$ cat src/rtl/pong_input_pkg.sv
// Shared definitions for the paddle keyboard input path.
//   - PS/2 set-2 scan-code constants for the four paddle keys, the two
//     extended arrow keys and the E0/F0 prefix bytes
//   - paddle move encoding
//   - bit positions of each key in the held-key bitmap
//   - scan-code lookup and move-direction helpers
package pong_input_pkg;

    localparam logic [7:0] SC_W    = 8'h1D;
    localparam logic [7:0] SC_S    = 8'h1B;
    localparam logic [7:0] SC_O    = 8'h44;
    localparam logic [7:0] SC_K    = 8'h42;
    localparam logic [7:0] SC_UP   = 8'h75;  // only meaningful after E0
    localparam logic [7:0] SC_DOWN = 8'h72;  // only meaningful after E0
    localparam logic [7:0] SC_EXT  = 8'hE0;
    localparam logic [7:0] SC_BRK  = 8'hF0;

    typedef enum logic [1:0] {
        MOVE_NONE = 2'b00,
        MOVE_UP   = 2'b01,
        MOVE_DOWN = 2'b10
    } move_e;

    localparam logic [1:0] KEY_W = 2'd0;
    localparam logic [1:0] KEY_S = 2'd1;
    localparam logic [1:0] KEY_O = 2'd2;  // O and Up arrow share this bit
    localparam logic [1:0] KEY_K = 2'd3;  // K and Down arrow share this bit

    typedef enum logic [1:0] {
        PS_IDLE,
        PS_EXT,
        PS_BRK,
        PS_EXT_BRK
    } parse_state_e;

    typedef struct packed {
        logic       hit;
        logic [1:0] idx;
    } key_lookup_t;

    // Maps a final scan byte (with its extended flag) to a bitmap index.
    function automatic key_lookup_t lookup_key(input logic [7:0] code, input logic ext);
        key_lookup_t r;
        r.hit = 1'b1;
        r.idx = KEY_W;
        if (!ext) begin
            case (code)
                SC_W:    r.idx = KEY_W;
                SC_S:    r.idx = KEY_S;
                SC_O:    r.idx = KEY_O;
                SC_K:    r.idx = KEY_K;
                default: r.hit = 1'b0;
            endcase
        end else begin
            case (code)
                SC_UP:   r.idx = KEY_O;
                SC_DOWN: r.idx = KEY_K;
                default: r.hit = 1'b0;
            endcase
        end
        return r;
    endfunction

    // Opposing keys cancel: both or neither held means no movement.
    function automatic move_e move_from(input logic up, input logic down);
        if (up && !down) return MOVE_UP;
        if (down && !up) return MOVE_DOWN;
        return MOVE_NONE;
    endfunction

endpackage

$ cat src/rtl/ps2_scan_parser.sv
// PS/2 make/break prefix parser.
//   inclock, resetn : clock, asynchronous active-low reset
//   scan_code       : received byte, qualified by scan_valid
//   flush           : forces the parser back to IDLE (watchdog timeout)
//   key_evt         : pulse, a mapped key was made or broken this cycle
//   key_idx         : bitmap index of that key
//   key_make        : 1 = make (press), 0 = break (release)
//   parse_err       : pulse, a prefix byte arrived where it is not legal
// Event outputs are decoded combinationally from the completing byte so the
// bitmap register in the top can update on the very next edge.
module ps2_scan_parser
    import pong_input_pkg::*;
(
    input  logic       inclock,
    input  logic       resetn,
    input  logic [7:0] scan_code,
    input  logic       scan_valid,
    input  logic       flush,
    output logic       key_evt,
    output logic [1:0] key_idx,
    output logic       key_make,
    output logic       parse_err
);

    parse_state_e state_q, state_d;
    key_lookup_t  lk_plain, lk_ext;
    logic         is_prefix;

    assign lk_plain  = lookup_key(scan_code, 1'b0);
    assign lk_ext    = lookup_key(scan_code, 1'b1);
    assign is_prefix = (scan_code == SC_EXT) || (scan_code == SC_BRK);

    // NOTE: every signal assigned in this block gets a default first, so no
    // path leaves it unassigned and no latch is inferred.
    always_comb begin
        state_d   = state_q;
        key_evt   = 1'b0;
        key_idx   = KEY_W;
        key_make  = 1'b0;
        parse_err = 1'b0;
        if (scan_valid) begin
            unique case (state_q)
                PS_IDLE: begin
                    if (scan_code == SC_EXT) begin
                        state_d = PS_EXT;
                    end else if (scan_code == SC_BRK) begin
                        state_d = PS_BRK;
                    end else begin
                        key_evt  = lk_plain.hit;
                        key_idx  = lk_plain.idx;
                        key_make = 1'b1;
                    end
                end
                PS_EXT: begin
                    if (scan_code == SC_BRK) begin
                        state_d = PS_EXT_BRK;
                    end else if (scan_code == SC_EXT) begin
                        parse_err = 1'b1;  // repeated E0: stay extended
                    end else begin
                        state_d  = PS_IDLE;
                        key_evt  = lk_ext.hit;
                        key_idx  = lk_ext.idx;
                        key_make = 1'b1;
                    end
                end
                PS_BRK: begin
                    state_d = PS_IDLE;
                    if (is_prefix) begin
                        parse_err = 1'b1;
                    end else begin
                        key_evt = lk_plain.hit;
                        key_idx = lk_plain.idx;
                    end
                end
                PS_EXT_BRK: begin
                    state_d = PS_IDLE;
                    if (is_prefix) begin
                        parse_err = 1'b1;
                    end else begin
                        key_evt = lk_ext.hit;
                        key_idx = lk_ext.idx;
                    end
                end
                default: state_d = PS_IDLE;
            endcase
        end
        if (flush) state_d = PS_IDLE;
    end

    // NOTE: sequential state uses non-blocking assignments so every flop
    // samples pre-edge values regardless of block ordering.
    always_ff @(posedge inclock or negedge resetn) begin
        if (!resetn) state_q <= PS_IDLE;
        else         state_q <= state_d;
    end

endmodule

$ cat src/rtl/paddle_input_scheduler.sv
// Paddle input scheduler: PS/2 bytes -> held-key bitmap -> per-frame moves.
//   inclock, resetn : clock, asynchronous active-low reset
//   scan_code/valid : byte stream from the PS/2 receiver
//   frame_tick      : one-cycle pulse per video frame
//   key_held        : {K/Down, O/Up, S, W}
//   p1_move/p2_move : left/right paddle move (00 none, 01 up, 10 down)
//   move_valid      : pulse, moves refreshed this cycle
//   parse_err       : pulse, malformed prefix sequence seen
// A watchdog counts frames with no incoming byte and force-releases all keys
// after TIMEOUT_FRAMES of silence (0 disables it).
module paddle_input_scheduler
    import pong_input_pkg::*;
#(
    parameter int TIMEOUT_FRAMES = 120,
    parameter int CNT_W          = 8
) (
    input  logic       inclock,
    input  logic       resetn,
    input  logic [7:0] scan_code,
    input  logic       scan_valid,
    input  logic       frame_tick,
    output logic [3:0] key_held,
    output logic [1:0] p1_move,
    output logic [1:0] p2_move,
    output logic       move_valid,
    output logic       parse_err
);

    localparam logic [CNT_W:0]   TIMEOUT_W = (CNT_W + 1)'(TIMEOUT_FRAMES);
    localparam logic [CNT_W-1:0] CNT_MAX   = '1;

    logic             key_evt, key_make, perr_evt, wd_clear;
    logic [1:0]       key_idx;
    logic [3:0]       key_held_q, key_held_d;
    move_e            p1_move_q, p1_move_d, p2_move_q, p2_move_d;
    logic             move_valid_q, move_valid_d;
    logic             parse_err_q, parse_err_d;
    logic [CNT_W-1:0] wd_cnt_q, wd_cnt_d;
    logic [CNT_W:0]   wd_next;

    ps2_scan_parser u_parser (
        .inclock   (inclock),
        .resetn    (resetn),
        .scan_code (scan_code),
        .scan_valid(scan_valid),
        .flush     (wd_clear),
        .key_evt   (key_evt),
        .key_idx   (key_idx),
        .key_make  (key_make),
        .parse_err (perr_evt)
    );

    // Watchdog: any byte restarts the silence count; a timeout only fires on
    // a tick without a byte, so it never collides with a key event.
    always_comb begin
        wd_cnt_d = wd_cnt_q;
        wd_clear = 1'b0;
        wd_next  = {1'b0, wd_cnt_q} + (CNT_W + 1)'(1);
        if (scan_valid) begin
            wd_cnt_d = '0;
        end else if (frame_tick && (TIMEOUT_FRAMES > 0)) begin
            if (wd_next >= TIMEOUT_W) begin
                wd_clear = 1'b1;
                wd_cnt_d = '0;
            end else if (wd_cnt_q != CNT_MAX) begin
                wd_cnt_d = wd_next[CNT_W-1:0];
            end
        end
    end

    // Moves sample the registered bitmap, so a byte or timeout landing on
    // the tick cycle only affects the following frame.
    always_comb begin
        key_held_d = key_held_q;
        if (key_evt)  key_held_d[key_idx] = key_make;
        if (wd_clear) key_held_d = '0;

        p1_move_d = p1_move_q;
        p2_move_d = p2_move_q;
        if (frame_tick) begin
            p1_move_d = move_from(key_held_q[KEY_W], key_held_q[KEY_S]);
            p2_move_d = move_from(key_held_q[KEY_O], key_held_q[KEY_K]);
        end
        move_valid_d = frame_tick;
        parse_err_d  = perr_evt;
    end

    always_ff @(posedge inclock or negedge resetn) begin
        if (!resetn) begin
            key_held_q   <= '0;
            p1_move_q    <= MOVE_NONE;
            p2_move_q    <= MOVE_NONE;
            move_valid_q <= 1'b0;
            parse_err_q  <= 1'b0;
            wd_cnt_q     <= '0;
        end else begin
            key_held_q   <= key_held_d;
            p1_move_q    <= p1_move_d;
            p2_move_q    <= p2_move_d;
            move_valid_q <= move_valid_d;
            parse_err_q  <= parse_err_d;
            wd_cnt_q     <= wd_cnt_d;
        end
    end

    assign key_held   = key_held_q;
    assign p1_move    = p1_move_q;
    assign p2_move    = p2_move_q;
    assign move_valid = move_valid_q;
    assign parse_err  = parse_err_q;

endmodule

$ cat config.mk
export PLATFORM = sky130hd
export DESIGN_NAME = paddle_input_scheduler
export DESIGN_NICKNAME = d
export VERILOG_FILES = /design/src/rtl/pong_input_pkg.sv /design/src/rtl/ps2_scan_parser.sv /design/src/rtl/paddle_input_scheduler.sv
export SDC_FILE = /design/constraint.sdc
export NUM_CORES = 1
export LEC_CHECK = 0
export BUFFER_PORTS_ARGS = -buffer_cell sky130_fd_sc_hd__buf_2
export CAP_MARGIN = 25
export CORE_AREA = 5 5 55 57
export DETAILED_ROUTE_END_ITERATION = 16
export DIE_AREA = 0 0 60 62
export PLACE_DENSITY_LB_ADDON = 0.12
export RECOVER_POWER = 25
export SLEW_MARGIN = 20
export SYNTH_ARGS = -nofsm -noshare
export SYNTH_HDL_FRONTEND = slang
export SYNTH_SLANG_ARGS = --single-unit
$ cat constraint.sdc
create_clock -name inclock -period 2.3 [get_ports inclock]
set_input_delay 0.115 -clock inclock [delete_from_list [all_inputs] [get_ports inclock]]
set_output_delay 0.115 -clock inclock [all_outputs]
set_load 0.02 [all_outputs]
**Word level (Yosys, flattened, before mapping)**

Index checks and enable logic that the tools add are counted.

- Order comparisons: 3
- Equal/unequal tests: 14
- Mux-type cells: 68
- $add $sub $neg: 1
- Reductions and logical operators: 20

Operators by type and width:

| kind | count |
|---|---|
| $mux 2 | 21 |
| $eq 8x7->1 const B | 4 |
| $mux 1 | 32 |
| $mux 8 | 4 |
| $eq 8x5->1 const B | 2 |
| $eq 8x8->1 const B | 2 |
| $pmux 2 s3 | 2 |
| $add 8x1->9 const B | 1 |
| $ge 9x7->1 const B | 1 |
| $mux 4 | 2 |
| $ne 8x8->1 const B | 1 |
| $pmux 2 s4 | 1 |
| $reduce_bool 2->1 | 3 |
| $logic_and 1x1->1 | 5 |
| $bwmux 4 | 1 |
| $eq 2x2->1 const B | 2 |
| $logic_not 1->1 | 4 |
| $ne 4x1->1 const B | 1 |
| $ne 4x3->1 const B | 1 |
| $pmux 1 s2 | 2 |
| $pmux 1 s4 | 1 |
| $pmux 2 s2 | 1 |
| $reduce_or 2->1 | 2 |
| $reduce_or 4->1 | 1 |
| 9 further kinds | 9 |

- Input bits: 12
- Flip-flop bits (word level): 20
- Output and inout port bits: 10

**Longest topological paths before layout**

- Depth after elaboration: 13
- Depth in mapped cells: 7
- Mapped depth without buffers: 7

**By module**

Synthesis repeated with hierarchy kept, for this count alone.

- Cells, all modules: 132
- Area, all modules: 1221.2 um^2

By module, submodules not included:

| module | sequential area each (um^2) | times used | cells each | area an instance (um^2) |
|---|---|---|---|---|
| paddle_input_scheduler | 450.4 | 1 | 96 | 970.9 |
| ps2_scan_parser | 50.0 | 1 | 36 | 250.2 |

**Least setup slack after synthesis**

Ideal clock, no wire load.

- Kind: register to register
- Start point: register wd_cnt_q[0]
- End point: register key_held_q[0] (netlist: key_held[0])
- Setup slack: 0.695 ns
- Library setup time: 0.079 ns
- Arrival: 1.526 ns
- Path buffers: 0
- Cell stages (with the launch flop): 8
- Data required time: 2.221 ns
- Clock period less this slack: 1.605 ns
- Path through: dfrtp_1 -> ha_1 -> nand2_1 -> nor4b_2 -> or3_4 -> nand3_2 -> a22o_1 -> mux2i_1

- Longest elaborated chain between the ends: 6
- Elaborated cells between the ends (all ways): 7
- Classes of those cells: add/sub (1); order compare (1); mux (4); reduce/logical (1)

Ends and longest elaborated chain:

| element | line | RTL |
|---|---|---|
| start, declared | paddle_input_scheduler.sv:38 | `logic [CNT_W-1:0] wd_cnt_q, wd_cnt_d;` |
| start signal, assigned | paddle_input_scheduler.sv:102 | `wd_cnt_q <= wd_cnt_d;` |
| $add 8x1->9 (*) | paddle_input_scheduler.sv:58 | `wd_next = {1'b0, wd_cnt_q} + (CNT_W + 1)'(1);` |
| $ge 9x7->1 (*) | paddle_input_scheduler.sv:62 | `if (wd_next >= TIMEOUT_W) begin` |
| $mux 1 (*) | paddle_input_scheduler.sv:62 |  |
| $mux 1 (*) | paddle_input_scheduler.sv:61 | `end else if (frame_tick && (TIMEOUT_FRAMES > 0)) begin` |
| $mux 1 (*) | paddle_input_scheduler.sv:59 | `if (scan_valid) begin` |
| $mux 4 or $reduce_bool 2->1 (tied branches) | n/a |  |
| end signal, assigned | paddle_input_scheduler.sv:97 | `key_held_q <= key_held_d;` |
| end, declared | paddle_input_scheduler.sv:34 | `logic [3:0] key_held_q, key_held_d;` |

Every way passes the cells marked *; elsewhere a longest branch is shown, timed or not.
A chain may end at the register's enable or synchronous reset.

**Worst setup path in the final report**

- Start point: register wd_cnt_q[0]
- End point: register wd_cnt_q[6]

- Longest elaborated chain between the ends: 5
- Elaborated cells between the ends (all ways): 9
- Classes of those cells: add/sub (1); order compare (1); eq/ne (1); mux (4); reduce/logical (2)

Ends and longest elaborated chain:

| element | line |
|---|---|
| $add 8x1->9 | paddle_input_scheduler.sv:58 |
| $ge 9x7->1 or $mux 8 (tied branches) | paddle_input_scheduler.sv:62, paddle_input_scheduler.sv:65 |
| $mux 8 | paddle_input_scheduler.sv:62 |
| $mux 8 | paddle_input_scheduler.sv:61 |
| $mux 8 | paddle_input_scheduler.sv:59 |

Several ways; a longest one is shown, not always the timed one. The select of a mux whose other input is x is not followed.

==> impl_metrics.tcl <==
set metrics [dict create \
    drt-vias-per-instance 5.63 \
    drt_first_iter_violations 34 \
    grt_use_total_pct 15.3 \
    hold_ws_ns 0.0907 \
    die_w_um 60 \
    synth-edff-count 0 \
    fin_crit_ns 1.77 \
    rows 18 \
    slew_headroom_pct 29.4 \
    async_flop_share_pct 100 \
    cts-htree-levels 1 \
    final_area_um2 1320 \
    clock_path_buffers 2 \
    mostFrequentLayoutCells "dfrtp_1, buf_2, nand2_1" \
    min_path_type "in -> reg" \
    synth_top_area_share_pct 43.1 \
    powerDensity_nw_per_um2 480 \
    first_pass_iters 4 \
    netlist_area_um2 1160 \
    crit_arrival_ns 1.99 \
    fp.dieH_um 62 \
    start_kind "flip-flop" \
    overflow 0 \
    critPathMaxStageDelay_ns 0.44 \
    cts_sinks 20 \
    synth_cell_types 40 \
    vdd_drop_max_mv 0.310 \
    final_common_cell "dfrtp_1" \
    grt_pass1_wl_mm 4.33 \
    grt_pass1_vias 1000 \
    drt.antenna.violating_nets 0 \
    drc 0 \
    required_ns 2.52 \
    yosysWarnings 0 \
    antenna_found_initial 0 \
    drive_gt1_share_pct 21.5 \
    finalSetupTns_ns 0 \
    path_max_fanout 10 \
    die_area_um2 3720 \
    path_cells "ha_1 -> nand2_1 -> nor4b_2 -> or3_4 -> nand2_2 -> nand3b_1 -> a31oi_1" \
    synthCells 127 \
    vias 1007 \
    cts-root-buf "clkbuf_4" \
    yosysSeqAreaShare_pct 43.1 \
    gp_congestion 0.903 \
    ys_ff_latch 20 \
    grt_max_degree 21 \
    clkSlewWorstSetupHoldPaths_ns 0.11 \
    cts-buffers-inserted 3 \
    status "finished, final reports clean" \
    placed_cell_area_um2 1290 \
    routed_wirelength_mm 2.37 \
    area_growth_pct 13.9 \
    p_leak_nw 0.625 \
    setup.worst_path.class "reg -> reg" \
    yosys-top-cells-area "dfrtp_1, nand2_1, nand3b_1" \
    finalCritPeriodShare_pct 76.8 \
    synth.avg_cell_area_um2 9.13 \
    clkLatencyLatePin_ns 0.30 \
    synth_top_cell_by_area "dfrtp_1" \
    fmax_mhz 566 \
    crit_slowest_cell "dfrtp_1" \
    port_buffers 21 \
    maxCapViolations 0 \
    hpwl_mm 1.82 \
    ys.flop_type "dfrtp_1" \
    drv_slew 0 \
    final_nets 165 \
    finClkSkew_ns 0.00812 \
    tightest_slew_ns 1.06 \
    rsz0062_at_grt "no" \
    n_fill_cell 230 \
    cts_tree "yes" \
    start_util_pct 47.7 \
    worst_setup_path_end_kind "flip-flop" \
    core_area_um2 2430 \
    setup_viol 0 \
    io_pins 22 \
    diodes 0 \
    synth_fp_nets 141 \
    hold_viol_final 0 \
    wl_per_cell_um 13.2 \
]
-- synth_stat cells (2+ instances only) --
cell,instances
nor2_1,9
dfrtp_1,20
nor3_1,4
o21ai_0,5
nand2_1,14
nor2b_1,3
a22o_1,2
a21oi_1,6
nand3b_1,7
nand4b_1,3
o22ai_1,2
nand3_2,2
mux2i_1,3
a31oi_1,8
nand3_1,4
and3_1,3
buf_2,2
ha_1,2
inv_1,6
and3b_1,2
-- stage by stage --
step                      util (%)  power [mW]  worst slack, ns  cells
after detailed placement      53.1       0.479            0.564    175
after CTS                     54.4       0.640            0.536    179
after global placement        53.1       0.477            0.613    175
after floorplan                  -       0.438            0.695    127
after global routing          54.3       0.667            0.384    179
final                         54.3       0.634            0.533    179
-- timing repair --
item	CTS	global route
hold endpoints to repair	20	0
resized for setup	0	0
hold buffers	1	0
setup buffers	0	0
-- where the power goes --
| group | internal [mW] | switching (mW) |
|---|---|---|
| combinational | 0.0355 | 0.0604 |
| clock | 0.0609 | 0.101 |
| sequential | 0.365 | 0.0110 |
-- critical path, delay by kind of cell (launching register included) --
family | cells | cell delay [ns]
and+or+nand+nor | 5 | 0.78
DFF | 1 | 0.44
adders and majority gates | 1 | 0.28
AOI/OAI and AO/OA | 1 | 0.19
-- cells by family after synthesis --
| kind of cell | synth area share [%] |
|---|---|
| mux | 2.59 |
| simple gates | 32.0 |
| buf+inv | 3.56 |
| flops | 43.1 |
| fa+ha+maj | 2.16 |
| compound gates | 15.8 |
| xor+xnor | 0.755 |
-- state kept, by name (all words and copies together), names as in the netlist --
register and count:
u_parser.state_q 2, key_held 4, p2_move 2, wd_cnt_q 8, move_valid 1, p1_move 2
parse_err 1
-- metal layers --
metal / global-route usage (%) / vias to the layer above / wire length, um
met4: 5.06 / 0 / 19
met5: 0 / - / 0
met2: 26.7 / 22 / 1070
met3: 2.89 / 2 / 140
met1: 19.2 / 473 / 1130
li1: - / 510 / -
-- area by class of cell --
cell class                      instances  area, um2  area share, %
Inverter                                6       22.5           1.70
Sequential cell                        20        500           37.9
Timing Repair Buffer                   23        120           9.09
Tap cell                               30       37.5           2.84
Clock buffer                            3       22.5           1.70
Multi-Input combinational cell         97        618           46.8
-- path summary, 6_finish.rpt --
kind / slack (ns) / end / cells after the start / startpoint
setup / recovery: 0.53 / wd_cnt_q[6] / 7 / wd_cnt_q[0]
hold / removal: 0.09 / u_parser.state_q[1] / 2 / scan_code[4]
setup reg to reg: 0.53 / wd_cnt_q[6] / 7 / wd_cnt_q[0]
hold reg to reg: 0.51 / p2_move[0] / 1 / key_held[3]
max in group asynchronous: 1.15 / p1_move[1] / 2 / resetn
min in group asynchronous: 0.52 / wd_cnt_q[4] / 2 / resetn
Power figures use the tool's default switching activity.
